===== src/rtl/i2s_sample_tx.sv =====
// i2s_sample_tx: buffered mono I2S transmitter slaved to codec SCLK/LRCLK.
// Define I2S_SAMPLE_TX_HOLD_EN to repeat the last sample on underrun (default: send zeros).
module i2s_sample_tx #(
    parameter int SAMPLE_W    = 16,
    parameter int FIFO_DEPTH  = 2,
    parameter int SYNC_STAGES = 2
) (
    input  logic                clk,
    input  logic                Reset_n,
    input  logic                I2S_SCLK,
    input  logic                I2S_LRCLK,
    input  logic [SAMPLE_W-1:0] sample_in,
    input  logic                sample_valid,
    output logic                sample_ready,
    input  logic                mute,
    output logic                I2S_DIN,
    output logic                frame_start,
    output logic                underrun
);
    localparam int AW   = $clog2(FIFO_DEPTH);
    localparam int CNTW = AW + 1;
    localparam int CW   = $clog2(SAMPLE_W + 1);

    typedef enum logic [1:0] {IDLE, LEFT, RIGHT} state_t;

    state_t                 state, state_n;
    logic [SYNC_STAGES-1:0] sclk_sync, lr_sync;
    logic                   sclk_q, sfall, lr, lr_q;
    logic [SAMPLE_W-1:0]    mem [FIFO_DEPTH];
    logic [AW-1:0]          wr_ptr, rd_ptr;
    logic [CNTW-1:0]        count, count_n;
    logic [SAMPLE_W-1:0]    held, held_n, shift, miss;
    logic [CW-1:0]          cnt;
    logic                   left_start, right_start, bit_step, push, pop, empty;

    assign sfall   = sclk_q & ~sclk_sync[SYNC_STAGES-1];
    assign lr      = lr_sync[SYNC_STAGES-1];
    assign empty   = count == '0;
    assign push    = sample_valid & sample_ready;
    assign pop     = left_start & ~empty;
    assign count_n = count + CNTW'(push) - CNTW'(pop);

`ifdef I2S_SAMPLE_TX_HOLD_EN
    assign miss = held;
`else
    assign miss = '0;
`endif

    assign held_n = left_start ? (empty ? miss : mem[rd_ptr]) : held;

    always_comb begin
        state_n     = state;
        left_start  = 1'b0;
        right_start = 1'b0;
        bit_step    = 1'b0;
        if (sfall) begin
            case (state)
                IDLE: begin
                    left_start = ~lr & lr_q;
                    state_n    = left_start ? LEFT : IDLE;
                end
                LEFT: begin
                    right_start = lr & ~lr_q;
                    bit_step    = ~right_start;
                    state_n     = right_start ? RIGHT : LEFT;
                end
                RIGHT: begin
                    left_start = ~lr & lr_q;
                    bit_step   = ~left_start;
                    state_n    = left_start ? LEFT : RIGHT;
                end
                default: state_n = IDLE;
            endcase
        end
    end

    always_ff @(posedge clk) begin
        if (!Reset_n) begin
            state        <= IDLE;
            sclk_sync    <= '0;
            lr_sync      <= '0;
            sclk_q       <= 1'b0;
            lr_q         <= 1'b0;
            wr_ptr       <= '0;
            rd_ptr       <= '0;
            count        <= '0;
            sample_ready <= 1'b0;
            held         <= '0;
            shift        <= '0;
            cnt          <= '0;
            I2S_DIN      <= 1'b0;
            frame_start  <= 1'b0;
            underrun     <= 1'b0;
        end else begin
            state        <= state_n;
            sclk_sync    <= {sclk_sync[SYNC_STAGES-2:0], I2S_SCLK};
            lr_sync      <= {lr_sync[SYNC_STAGES-2:0], I2S_LRCLK};
            sclk_q       <= sclk_sync[SYNC_STAGES-1];
            lr_q         <= sfall ? lr : lr_q;
            frame_start  <= left_start;
            underrun     <= left_start & empty;
            held         <= held_n;
            count        <= count_n;
            sample_ready <= count_n != CNTW'(FIFO_DEPTH);
            if (push) begin
                mem[wr_ptr] <= sample_in;
                wr_ptr      <= wr_ptr + 1'b1;
            end
            if (pop)
                rd_ptr <= rd_ptr + 1'b1;
            // Each slot opens with the I2S one-bit delay, then MSB-first data, then zero padding.
            if (left_start || right_start) begin
                shift   <= mute ? '0 : held_n;
                cnt     <= '0;
                I2S_DIN <= 1'b0;
            end else if (bit_step) begin
                if (cnt < CW'(SAMPLE_W)) begin
                    I2S_DIN <= shift[SAMPLE_W-1];
                    shift   <= shift << 1;
                    cnt     <= cnt + 1'b1;
                end else begin
                    I2S_DIN <= 1'b0;
                end
            end
        end
    end
endmodule


===== config.mk =====
export PLATFORM = sky130hd
export DESIGN_NAME = i2s_sample_tx
export DESIGN_NICKNAME = d
export VERILOG_FILES = /design/src/rtl/i2s_sample_tx.sv
export SDC_FILE = /design/constraint.sdc
export NUM_CORES = 1
export LEC_CHECK = 0
export CORE_MARGIN = 2
export CORE_UTILIZATION = 35
export CTS_BUF_LIST = sky130_fd_sc_hd__clkbuf_16
export CTS_CLUSTER_DIAMETER = 80
export DETAILED_ROUTE_END_ITERATION = 7
export PLACE_DENSITY_LB_ADDON = 0.2
export REMOVE_ABC_BUFFERS = 1
export SYNTH_ARGS = -nofsm -noshare
export SYNTH_HDL_FRONTEND = slang
export SYNTH_SLANG_ARGS = --single-unit

===== constraint.sdc =====
create_clock -name clk -period 5.5 [get_ports clk]
set_input_delay 0.55 -clock clk [delete_from_list [all_inputs] [get_ports clk]]
set_output_delay 0.55 -clock clk [all_outputs]
set_load 0.05 [all_outputs]

==> impl_metrics.yaml <==
critical_path:
  critPathKind: "register to register"
  required_ns: 5.73
  rr_worst_depth: 7
  arrival_ns: 2.99
  critPathMaxFanout: 18
  critPathCapture: "shift[11]"
  critPathLaunch: "state[0]"
  crit_path_start_kind: "register"
  rrSetupSlack_ns: 2.74
  rr_startpoint: "state[0]"
  regToRegEndpoint: "shift[11]"
  worstSetupEndpointType: "register"
timing:
  setup_violations: 0
  relSlewSlack_pct: 31.9
  slew_viol_final: 0
  rsz0062_at_grt: "false"
  fin_crit_sh_pct: 50.2
  worst_clock_skew_ns: 0.00597
  final-hold-violation-count: 0
  tns_ns: 0
  fin_crit_ns: 2.76
  clock.fmax_mhz: 362
  tightest_slew_ns: 1.02
route:
  ant_nets: 0
  totalWireLength_um: 6090
  avgViaCountPerCell: 4.70
  wl_per_cell_um: 13.2
  top_layer: "met4"
  firstDrtPassIters: 4
  post-route-drc-count: 0
  first_iter_violations: 93
  met3WireLength_um: 222
  wl_met2_um: 2980
  wl_met1_um: 2820
  vias: 2166
power_and_ir_drop:
  ir_worst_vdd_mv: 0.145
  p_sw_share_pct: 22.4
  intPower_w: 0.00101
  p_switching_w: 0.000291
  leakage_nw: 1.68
  cellPowerDensity_nw_per_um2: 313
  seqPwrFrac_pct: 51.9
  power_frac_comb_pct: 4.2
  p_clk_share_pct: 43.9
logic_synthesis:
  ys_top_cells_by_count: "54 x dfxtp_1, 53 x nor2_1, 33 x mux2i_1"
  synth_area_per_cell_um2: 11.8
  synthTopCellsByArea: "dfxtp_1 31%, edfxtp_1 27%, mux2i_1 9.4%, nor2_1 5.7%, o211a_1 4.3%"
  synth_edf_count: 32
  yosysSeqAreaShare_pct: 58.3
  syn-cell-area_um2: 3500
  synth.yosys.warnings: 0
  synth-seq-cells: 86
  syn_inst: 297
  synthArstFlopShare_pct: 0
  synth_ff_type: "dfxtp_1"
  synth_top_area_share_pct: 30.9
  yosysTopAreaCell: "dfxtp_1"
  synth_cell_type_count: 37
  yosysMostFrequentCell: "dfxtp_1"
finish:
  n_fill_cell: 973
  area_delta_synth_final_pct: 18.3
  nNetsFinal: 352
  final_util_pct: 42.5
  drive_gt1_share_pct: 11.0
  multiInputGateArea_um2: 1330
  antenna_cells: 0
  seq_area_um2: 2040
clocking:
  cts_inserted_buffers: 9
  path_clk_slew_ns: 0.06
  cts_sinks: 86
  htreeDepth: 3
  post_cts_buffers: 0
  cts_hold_buffers: 0
  clk_latency_ns: 0.34
  postCtsResizedCells: 0
  cts_tree: "done"
  cts_root_buffer: "clkbuf_16"
  clockBufferDepth: 2
floorplanning:
  die_w_um: 104
  rows: 36
  die-area_um2: 10800
  initial_utilization_pct: 36.0
  io-pin-count: 26
  die_h_um: 104
  coreArea_um2: 9730
place:
  io_buffers: 25
  gp_congestion: 0.664
  hpwl_um: 3750
grt:
  grt_first_pass_wirelength_um: 10700
  antenna_found_initial: 0
  grt_pass1_vias: 2192
  grt_use_total_pct: 12.5
  grt_max_degree: 32
  grt_remaining_overflow: 0
run_status:
  status: "complete, no violations"
hold_path:
  holdCritPathClass: "register to register"
flow_run:
  drv_cap: 0
-- power groups by stage --
stage / registers [W] / logic, W / clock network [W]
after CTS: 0.000673 / 0.0000565 / 0.000584
final: 0.000673 / 0.0000549 / 0.000569
after floorplan: 0.000689 / 0.0000221 / 0
after detailed placement: 0.000688 / 0.0000562 / 0
after global placement: 0.000687 / 0.0000557 / 0
after global routing: 0.000674 / 0.0000612 / 0.000615
-- cells by family after synthesis --
| kind of cell | count (synthesis) | synth area share, % |
|---|---|---|
| DFF | 86 | 58.3 |
| adders and majority gates | 7 | 2.50 |
| muxes | 33 | 9.44 |
| and+or+nand+nor | 95 | 12.0 |
| buffers and inverters | 23 | 3.72 |
| xor gates and xnor gates | 7 | 1.75 |
| AOI/OAI and AO/OA | 46 | 12.2 |
-- worst min path at each step --
stage | from | depth (start not counted) | end | slack, ns
after floorplan | lr_sync[0] | 1 | lr_sync[1] | 0.41
after global placement | lr_sync[0] | 1 | lr_sync[1] | 0.42
after detailed placement | sclk_sync[0] | 1 | sclk_sync[1] | 0.42
after CTS | sclk_sync[0] | 1 | sclk_sync[1] | 0.44
after global routing | sclk_sync[0] | 1 | sclk_sync[1] | 0.44
final | sclk_sync[0] | 1 | sclk_sync[1] | 0.43
-- state kept, by name (all words and copies together), names as in the netlist, 2 cells and up, named ones only --
register,flops
sclk_sync,2
count,2
state,2
mem,32
shift,16
held,16
lr_sync,2
cnt,5
-- layout make-up --
type	instances	area share (%)
clock buffer	9	5.44
clock inverter	7	1.36
inverter	7	0.635
multi-input combinational	188	32.1
sequential	86	49.3
tap	133	4.02
timing repair buffer	31	7.13
-- per-stage QoR --
step / instances / hold slack [ns] / total power (W) / worst slack [ns] / instance area, um^2
5_1_grt: 461 / 0.441 / 0.00135 / 2.51 / 4140
6_report: 461 / 0.434 / 0.00130 / 2.74 / 4140
3_5_place_dp: 445 / 0.418 / 0.000744 / 2.72 / 3860
2_1_floorplan: 281 / 0.412 / 0.000711 / 2.80 / 3400
3_3_place_gp: 445 / 0.418 / 0.000743 / 2.77 / 3860
4_1_cts: 461 / 0.436 / 0.00131 / 2.72 / 4140
-- cells in the final DEF, fill, tap and decap left out, drive strengths merged, types with 2 or more instances in the layout --
cell type	n
dfxtp	54
nor2	53
mux2i	33
edfxtp	32
clkdlybuf4s50	25
nand2	21
o211a	15
o211ai	15
clkbuf	9
inv	9
ha	7
xnor2	6
and2	6
buf	6
a21oi	5
o21ai	5
clkinv	4
nand3	3
nor2b	2
nand2b	2
nor3	2
a22oi	2
nor3b	2
-- routing by layer --
metal | vias to the layer above | track usage [%]
met1 | 1031 | 15.1
met2 | 29 | 21.3
li1 | 1100 | -
met3 | 6 | 4.14
met4 | 0 | 3.76
met5 | - | 0
-- worst max-delay path, stage by stage, from the launching register on --
cell      delay (ns)
dfxtp_1         0.37
inv_1           0.08
ha_1            0.25
o21ba_4         0.24
a21oi_2         0.66
or3_1           0.68
o211ai_1        0.19
o211a_1         0.18
(Power assumes the default switching activity.)
